===== src/rtl/car_sequencer.sv =====
// Control-address sequencer: steps the CAR through fetch, addressing-mode and
// interrupt micro-sequences, stalling whenever the datapath is not ready.
`ifndef CAR_SEQUENCER_CODES
`define CAR_SEQUENCER_CODES
`define CAR_0          0
`define CAR_REG_REG    1
`define CAR_REG_IDX0   2
`define CAR_REG_IDX1   3
`define CAR_REG_IDX2   4
`define CAR_REG_IDX3   5
`define CAR_IND_REG0   6
`define CAR_IND_REG1   7
`define CAR_IND_IDX0   8
`define CAR_IND_IDX1   9
`define CAR_IND_IDX2   10
`define CAR_IND_IDX3   11
`define CAR_IND_IDX4   12
`define CAR_IDX_REG0   13
`define CAR_IDX_REG1   14
`define CAR_IDX_REG2   15
`define CAR_IDX_IDX0   16
`define CAR_IDX_IDX1   17
`define CAR_IDX_IDX2   18
`define CAR_IDX_IDX3   19
`define CAR_IDX_IDX4   20
`define CAR_IDX_IDX5   21
`define CAR_1OP_REG    22
`define CAR_1OP_IND0   23
`define CAR_1OP_IND1   24
`define CAR_1OP_IND2   25
`define CAR_1OP_IDX0   26
`define CAR_1OP_IDX1   27
`define CAR_1OP_IDX2   28
`define CAR_1OP_IDX3   29
`define CAR_PUSH_REG0  30
`define CAR_PUSH_REG1  31
`define CAR_PUSH_REG2  32
`define CAR_PUSH_IND0  33
`define CAR_PUSH_IND1  34
`define CAR_PUSH_IND2  35
`define CAR_PUSH_IDX0  36
`define CAR_PUSH_IDX1  37
`define CAR_PUSH_IDX2  38
`define CAR_PUSH_IDX3  39
`define CAR_CALL_REG0  40
`define CAR_CALL_REG1  41
`define CAR_CALL_REG2  42
`define CAR_CALL_IND0  43
`define CAR_CALL_IND1  44
`define CAR_CALL_IND2  45
`define CAR_CALL_IDX0  46
`define CAR_CALL_IDX1  47
`define CAR_CALL_IDX2  48
`define CAR_CALL_IDX3  49
`define CAR_RETI0      50
`define CAR_RETI1      51
`define CAR_RETI2      52
`define CAR_RETI3      53
`define CAR_JMP0       54
`define CAR_INT0       55
`define CAR_INT1       56
`define CAR_INT2       57
`define CAR_INT3       58
`define CAR_INT4       59
`define CAR_NUM_STATES 60
`endif

module car_sequencer #(
    parameter int unsigned CAR_BITS = 6
) (
    input  logic                clk,
    input  logic                rst,
    input  logic [15:0]         IW_next,
    input  logic                ready,
    input  logic                int_req,
    input  logic                gie,
    output logic [CAR_BITS-1:0] CAR,
    output logic                int_ack,
    output logic                illegal
);

    localparam logic [CAR_BITS-1:0] S_FETCH = CAR_BITS'(`CAR_0);
    localparam logic [CAR_BITS-1:0] S_JMP0  = CAR_BITS'(`CAR_JMP0);
    localparam logic [CAR_BITS-1:0] S_RETI0 = CAR_BITS'(`CAR_RETI0);
    localparam logic [CAR_BITS-1:0] S_INT0  = CAR_BITS'(`CAR_INT0);
    localparam logic [CAR_BITS-1:0] S_INT4  = CAR_BITS'(`CAR_INT4);
    localparam logic [CAR_BITS-1:0] S_LIMIT = CAR_BITS'(`CAR_NUM_STATES);

    logic [CAR_BITS-1:0] car_q, car_d;
    logic                int_ack_q, int_ack_d;
    logic                illegal_q, illegal_d;
    logic                fmt1, fmt2, jmp, cg, ad;
    logic [3:0]          src;
    logic [1:0]          as_raw, as_eff;
    logic [CAR_BITS-1:0] dec_state;
    logic                dec_illegal;
    logic                is_term;
    logic                unused_iw;

    // Pick the register / indirect / indexed flavour of an entry point from As.
    function automatic logic [CAR_BITS-1:0] by_as(input logic [1:0] a, input int unsigned r,
                                                  input int unsigned i, input int unsigned x);
        logic [CAR_BITS-1:0] s;
        if (a == 2'b00)  s = CAR_BITS'(r);
        else if (a[1])   s = CAR_BITS'(i);
        else             s = CAR_BITS'(x);
        return s;
    endfunction

    assign fmt1      = IW_next[15:12] >= 4'd4;
    assign fmt2      = IW_next[15:10] == 6'b000100;
    assign jmp       = IW_next[15:13] == 3'b001;
    assign src       = IW_next[11:8];
    assign as_raw    = IW_next[5:4];
    assign ad        = IW_next[7];
    assign unused_iw = ^{IW_next[6], IW_next[3:0]};

    // R3 and R2-indirect sources are constants, so they need no operand fetch.
    assign cg     = (src == 4'd3) || ((src == 4'd2) && as_raw[1]);
    assign as_eff = cg ? 2'b00 : as_raw;

    always_comb begin
        dec_state   = S_FETCH;
        dec_illegal = 1'b0;
        if (fmt1) begin
            if (ad) dec_state = by_as(as_eff, `CAR_REG_IDX0, `CAR_IND_IDX0, `CAR_IDX_IDX0);
            else    dec_state = by_as(as_eff, `CAR_REG_REG, `CAR_IND_REG0, `CAR_IDX_REG0);
        end else if (jmp) begin
            dec_state = S_JMP0;
        end else if (fmt2) begin
            case (IW_next[9:7])
                3'b100:  dec_state = by_as(as_raw, `CAR_PUSH_REG0, `CAR_PUSH_IND0, `CAR_PUSH_IDX0);
                3'b101:  dec_state = by_as(as_raw, `CAR_CALL_REG0, `CAR_CALL_IND0, `CAR_CALL_IDX0);
                3'b110:  dec_state = S_RETI0;
                3'b111:  dec_illegal = 1'b1;
                default: dec_state = by_as(as_raw, `CAR_1OP_REG, `CAR_1OP_IND0, `CAR_1OP_IDX0);
            endcase
        end else begin
            dec_illegal = 1'b1;
        end
    end

    // Last step of each instruction sequence; the only points where an interrupt may enter.
    always_comb begin
        is_term = 1'b0;
        case (car_q)
            CAR_BITS'(`CAR_REG_REG),   CAR_BITS'(`CAR_REG_IDX3),  CAR_BITS'(`CAR_IND_REG1),
            CAR_BITS'(`CAR_IND_IDX4),  CAR_BITS'(`CAR_IDX_REG2),  CAR_BITS'(`CAR_IDX_IDX5),
            CAR_BITS'(`CAR_1OP_REG),   CAR_BITS'(`CAR_1OP_IND2),  CAR_BITS'(`CAR_1OP_IDX3),
            CAR_BITS'(`CAR_PUSH_REG2), CAR_BITS'(`CAR_PUSH_IND2), CAR_BITS'(`CAR_PUSH_IDX3),
            CAR_BITS'(`CAR_CALL_REG2), CAR_BITS'(`CAR_CALL_IND2), CAR_BITS'(`CAR_CALL_IDX3),
            CAR_BITS'(`CAR_RETI3),     CAR_BITS'(`CAR_JMP0):  is_term = 1'b1;
            default: ;
        endcase
    end

    // Sequences are encoded contiguously, so a non-terminal step simply increments.
    always_comb begin
        car_d     = car_q;
        int_ack_d = 1'b0;
        illegal_d = 1'b0;
        if (ready) begin
            if (car_q == S_FETCH) begin
                car_d     = dec_state;
                illegal_d = dec_illegal;
            end else if ((car_q == S_INT4) || (car_q >= S_LIMIT)) begin
                car_d = S_FETCH;
            end else if (is_term) begin
                car_d = (int_req && gie) ? S_INT0 : S_FETCH;
            end else begin
                car_d = car_q + CAR_BITS'(1);
            end
            int_ack_d = (car_d == S_INT4);
        end
    end

    always_ff @(posedge clk or negedge rst) begin
        if (!rst) begin
            car_q     <= S_FETCH;
            int_ack_q <= 1'b0;
            illegal_q <= 1'b0;
        end else begin
            car_q     <= car_d;
            int_ack_q <= int_ack_d;
            illegal_q <= illegal_d;
        end
    end

    assign CAR     = car_q;
    assign int_ack = int_ack_q;
    assign illegal = illegal_q;

endmodule


===== config.mk =====
export PLATFORM = sky130hd
export DESIGN_NAME = car_sequencer
export DESIGN_NICKNAME = d
export VERILOG_FILES = /design/src/rtl/car_sequencer.sv
export SDC_FILE = /design/constraint.sdc
export NUM_CORES = 1
export LEC_CHECK = 0
export ABC_AREA = 1
export CORE_MARGIN = 1
export CORE_UTILIZATION = 48
export CTS_CLUSTER_DIAMETER = 80
export DETAILED_ROUTE_END_ITERATION = 7
export GPL_ROUTABILITY_DRIVEN = 0
export PLACE_DENSITY = 0.86
export SLEW_MARGIN = 20
export SYNTH_ARGS = -nofsm -noshare
export SYNTH_HDL_FRONTEND = slang
export SYNTH_SLANG_ARGS = --single-unit

===== constraint.sdc =====
create_clock -name clk -period 2.05 [get_ports clk]
set_clock_uncertainty 0.05 [all_clocks]
set_input_delay 0.205 -clock clk [delete_from_list [all_inputs] [get_ports clk]]
set_output_delay 0.205 -clock clk [all_outputs]
set_load 0.02 [all_outputs]

==> results of run 1 <==
per-layer routing:
metal / global-route usage (%) / vias up
li1: - / 623
met1: 28.41 / 533
met2: 40.74 / 65
met3: 2.804 / 8
met4: 9.804 / 0
met5: 0 / -
stage by stage:
stage / total power (W) / hold slack, ps / TNS [ps] / cells / cell area, um^2
floorplan: 0.001260 / -140.6 / 0 / 177 / 1055
global placement: 0.001532 / 433.5 / 0 / 225 / 1303
detailed placement: 0.001561 / 430.1 / 0 / 225 / 1303
CTS: 0.001678 / 169.7 / 0 / 228 / 1325
global route: 0.001907 / 181.8 / -0.9261 / 229 / 1346
finish: 0.001727 / 169.5 / 0 / 229 / 1346
logic make-up (layout without fill, tap and decap cells):
group	after synthesis	in the layout	synth area share, %
simple gates	118	118	53.74
flops	8	8	18.98
buf+inv	26	51	11.03
compound gates	19	19	9.846
xor+xnor	2	2	1.661
fa+ha+maj	4	4	4.745
worst max-delay path by stage:
stage	start	to	slack, ps	depth (start not counted)
2_1_floorplan	CAR[0]	int_ack	150	13
3_3_place_gp	IW_next[15]	int_ack	110	10
3_5_place_dp	CAR[0]	int_ack	50	13
4_1_cts	CAR[0]	int_ack	40	13
5_1_grt	CAR[0]	int_ack	-0.9	13
6_report	CAR[0]	int_ack	150	13
final cells by class:
class,count,area (um^2)
well taps,27,33.78
fillers,174,675.6
multi-input cells,143,748.2
repair buffers,26,252.7
flip-flops and latches,8,203.9
clock buffers,3,22.52
inverters,22,85.08
flip-flops by register name (all words and copies together), names as in the netlist:
register  count
int_ack       1
CAR           6
illegal       1
cell usage after synthesis:
master / count / area [um^2]
a21oi_1: 5 / 25.02
nand2_4: 1 / 11.26
o21ai_1: 6 / 30.03
nor3_2: 1 / 10.01
nor2_8: 1 / 20.02
dfrtp_1: 8 / 200.2
nand3_1: 26 / 130.1
inv_1: 18 / 67.56
buf_2: 1 / 5.000
nand2_2: 4 / 25.02
a21oi_2: 1 / 8.760
nor2_4: 1 / 11.26
nor2_2: 9 / 56.30
a31oi_1: 2 / 12.51
inv_4: 1 / 6.260
ha_1: 4 / 50.05
nand2_1: 52 / 195.2
o21bai_1: 1 / 7.510
nor3_1: 1 / 5.000
nor2_1: 17 / 63.81
nand3_2: 2 / 20.02
nand4_1: 2 / 12.51
inv_2: 3 / 11.26
buf_6: 2 / 22.52
o21ai_0: 4 / 20.02
xor2_1: 2 / 17.52
nor4_1: 1 / 6.260
clkbuf_1: 1 / 3.750
repair_timing:
| item | 4_1_cts | 5_1_grt |
|---|---|---|
| endpoints found under the setup margin | 0 | 4 |
| gates resized for setup | 0 | 8 |
| buffers inserted | 0 | 1 |
placed cells by master (no fill, tap or decap):
cell type        count
nand3_1             26
dfrtp_2              3
nand2_2              4
nand2_1             52
clkbuf_4             3
o21ai_1              6
xor2_1               2
dfrtp_1              5
nor2_4               1
o21ai_0              4
o21bai_1             1
a21oi_2              1
nor2_8               1
ha_1                 1
ha_2                 3
nor3_1               1
clkdlybuf4s50_1     23
nor2_2              10
inv_1               17
buf_4                3
nand4_1              2
a31oi_1              2
inv_2                4
nor3_2               1
nor4_1               1
nor2_1              16
inv_4                1
a21oi_1              5
nand2_4              1
nand3_2              2
critical path, stage by stage, from the launching register on:
cell	delay, ps
dfrtp_2	410
inv_1	100
ha_2	210
nor2_2	120
nor2_2	40
nor2_2	110
nor2_2	70
nor2_8	140
nand2_2	80
nand2_4	80
nand3_1	70
nand2_1	90
nand2_1	70
nor3_2	170
power breakdown:
group | switching, W | internal (W) | total [W]
clock network | 0.0000432 | 0.0000663 | 0.000109
logic | 0.000761 | 0.000512 | 0.00127
registers | 0.000122 | 0.000222 | 0.000344
==> impl_metrics.yaml, run 1 <==
status:
  outcome: "completed"
routing:
  wl_met1_mm: 1.063
  drt_iter0_markers: 54
  ant_nets: 0
  drtPass1Iterations: 4
  wl_per_cell_um: 10.99
  routed-wl-met3_um: 207
  viasPerCell: 5.367
  vias: 1229
  dr_wl_met2_mm: 1.203
  dr.max_layer_used: "met4"
  drt-total-wl_mm: 2.517
  drc: 0
global_route:
  antenna_found_initial: 0
  grt_pass1_wl_mm: 4.471
  grt_remaining_overflow: 0
  grt_max_degree: 13
  grt_pass1_vias: 1117
  track_usage_pct: 23.22
synthesis:
  syn-cell-area_um2: 1055
  synth_warnings: 0
  synth-seq-cells: 8
  synth_seq_area_share_pct: 18.98
  syn-num-nets: 202
  syn_avg_cell_area_um2: 5.959
  synthCells: 177
  ys_types: 28
cells_and_area:
  layout-drive-gt1-share_pct: 18.81
  nets: 229
  final_util_pct: 66.58
  area_growth_pct: 27.64
  diodes: 0
clock_tree:
  cts_tree: "yes"
  clkTransAtPathRegs_ps: 50
  h-tree-depth: 1
  clockRootBuffer: "clkbuf_4"
  cts_buffers: 3
  insertion_delay_ps: 250
  cts_sinks: 8
  clockBufferDepth: 2
  hold_buffers: 0
floorplanning:
  rows: 16
  die_y_um: 48.88
  die_area_um2: 2389
  initial_core_util_pct: 52.17
  core_um2: 2022
  dieWidth_um: 48.88
  pin_count: 29
sta:
  fmax_mhz: 527.7
  max-slew-margin-rel_pct: 71.29
  min_period_over_period_pct: 92.44
  final-setup-viol-count: 0
  period_needed_ps: 1895
  fin_ws_ps: 154.9
  finalHoldViolCount: 0
  worstMarginPinSlew_ps: 430.6
  maxSlewViolCount: 0
worst_setup_path:
  rr_worst_depth: 13
  cp.arrival_ps: 2000
  required_ps: 2160
  r2r_start: "CAR[0]"
  endpoint_kind: "register"
  ff2ff_setup_slack_ps: 150
  cp_max_fo: 7
  worstSetupStartpointType: "register"
  rr_endpoint: "int_ack"
  crit_type: "reg -> reg"
place:
  place_hpwl_mm: 2.026
  portBuffers: 23
  post-place-ws_ps: 54.60
pwr:
  vdd_drop_max_mv: 0.6614
  power.density_nw_per_um2: 1283
  total_leakage_power_nw: 0.6532
hold_path:
  hp-class: "in -> async"
job:
  maxCapViolCount: 0
Power figures use the tool's default switching activity.
==> inputs of run 2 (changes only) <==
==> constraint.sdc (replaced) <==
create_clock -name clk -period 2.05 [get_ports clk]
set_clock_uncertainty 0.05 [all_clocks]
set_input_delay 0.5125 -clock clk [delete_from_list [all_inputs] [get_ports clk]]
set_output_delay 0.5125 -clock clk [all_outputs]
set_load 0.02 [all_outputs]
==> impl_metrics.yaml, run 2 (same netlist as run 1, synthesis figures left out) <==
floorplanning:
  dieWidth_um: 48.88
  die_area_um2: 2389
  rows: 16
  pin_count: 29
  core_um2: 2022
  initial_core_util_pct: 52.17
  die_y_um: 48.88
cells_and_area:
  area_growth_pct: 34.05
  layout_commonest_cell: "nand2_1"
  nets: 236
  nFillCells: 177
  layout_common_cells: "nand2_1 (50), nand3_1 (26), clkdlybuf4s50_1 (22), inv_1 (17), nor2_1 (15)"
  largest_register_ffs: 6
  layout-drive-gt1-share_pct: 22.97
  diodes: 0
  design_area_um2: 1414
routing:
  wl_per_cell_um: 12.15
  drt_iter0_markers: 56
  ant_nets: 0
  viasPerCell: 5.415
  drt-total-wl_mm: 2.868
  drc: 0
  drtPass1Iterations: 4
  vias: 1278
place:
  place_hpwl_mm: 2.226
  portBuffers: 23
  placed_area_um2: 1355
clock_tree:
  cts_sinks: 8
  clockBufferDepth: 2
  clkTransAtPathRegs_ps: 50
  cts_buffers: 3
  insertion_delay_ps: 240
  h-tree-depth: 1
  clockRootBuffer: "clkbuf_4"
  hold_buffers: 0
  cts_tree: "yes"
global_route:
  grt_pass1_wl_mm: 4.802
  grt_pass1_vias: 1195
  antenna_found_initial: 0
  grt_max_degree: 13
  track_usage_pct: 25.00
  grt_remaining_overflow: 0
  grt_util_met3_pct: 2.492
  met1_usage_pct: 29.37
  grt_use_met2_pct: 46.99
  grt.busiest_layer: "met2"
pwr:
  seqPwrFrac_pct: 18.9
  finalPower_w: 0.001814
  clockPowerShare_pct: 6.0
  intPower_w: 0.0008444
  sw_frac_of_total_pct: 53.45
  power.density_nw_per_um2: 1283
  power.switching_w: 0.0009697
  total_leakage_power_nw: 0.6964
  comb_power_share_pct: 75.1
  vdd_drop_max_mv: 0.6725
worst_setup_path:
  rr_endpoint: "CAR[5]"
  cp_slowest_cell: "clkdlybuf4s50_1"
  critical-path-max-stage-delay_ps: 660
  rr_worst_depth: 14
  critPathBufInv: 1
  crit_chain: "clkdlybuf4s50_1"
  worstSetupStartpointType: "register"
  r2r_start: "CAR[0]"
  cpLargestDelayFamily: "buffers and inverters"
  ff2ff_setup_slack_ps: 130
  crit_type: "reg -> out"
  cp.arrival_ps: 1400
  required_ps: 1490
  endpoint_kind: "output port"
  cp_max_fo: 12
sta:
  fin_setup_tns_ps: 0
  worstMarginPinSlew_ps: 335.1
  max-slew-margin-rel_pct: 77.45
  min_period_over_period_pct: 95.70
  maxSlewViolCount: 0
  fmax_mhz: 509.7
  period_needed_ps: 1962
  fin_hold_ws_ps: 482.9
  finalHoldViolCount: 0
  final-setup-viol-count: 0
job:
  maxCapViolCount: 0
hold_path:
  hp-class: "in -> async"
status:
  outcome: "completed"
[run 2: power by group through the flow]
stage,Clock [W],Sequential [W],Combinational [W]
after floorplan,0,0.000344,0.000916
after global placement,0,0.000329,0.00125
after detailed placement,0,0.000335,0.00129
after CTS,0.000113,0.000335,0.00130
after global routing,0.000122,0.000359,0.00151
final,0.000109,0.000343,0.00136
[run 2: worst reg2reg max path, cell delays in order, from the launching register on]
cell and delay (ps):
dfrtp_2 440, inv_1 120, ha_2 200, nand3_2 90, nand2_1 70, inv_1 40, nor2_1 200, nor2_4 100
nand2_2 100, nand2_4 60, nand3_2 50, nand2_1 60, buf_4 130, nand2_1 50, o21ai_1 50
[run 2: metrics by stage]
stage	worst slack, ps	std cells	util, %
6_report	88.09	236	69.93
5_1_grt	-4.222	236	69.93
2_1_floorplan	153.9	177	-
4_1_cts	40.70	235	68.26
3_5_place_dp	-133.2	232	67.02
3_3_place_gp	-88.74	232	67.02
[run 2: timing repair]
action | CTS | global route
resized for setup | 2 | 12
pin swaps | 0 | 1
endpoints found under the setup margin | 2 | 6
setup buffers | 0 | 1
[run 2: final cells by class]
| cell class | count | area (um^2) | area share (%) |
|---|---|---|---|
| multi-input combinational | 143 | 760.7 | 53.81 |
| timing repair buffer | 33 | 307.8 | 21.77 |
| sequential | 8 | 203.9 | 14.42 |
| inverter | 22 | 85.08 | 6.018 |
| tap | 27 | 33.78 | 2.389 |
| clock buffer | 3 | 22.52 | 1.593 |
[run 2: how the worst max path moves through the flow]
| stage | from | end | cells after the start |
|---|---|---|---|
| after floorplan | CAR[0] | int_ack | 13 |
| after global placement | IW_next[15] | int_ack | 10 |
| after detailed placement | IW_next[15] | int_ack | 10 |
| after CTS | CAR[0] | int_ack | 13 |
| after global routing | CAR[1] | int_ack | 13 |
| final | CAR[2] | CAR[2] | 1 |
[run 2: layer usage]
metal | share of wire, % | up-vias
met5 | 0 | -
met4 | 1.1 | 0
met3 | 6.2 | 6
met2 | 51 | 69
met1 | 42 | 566
li1 | - | 637
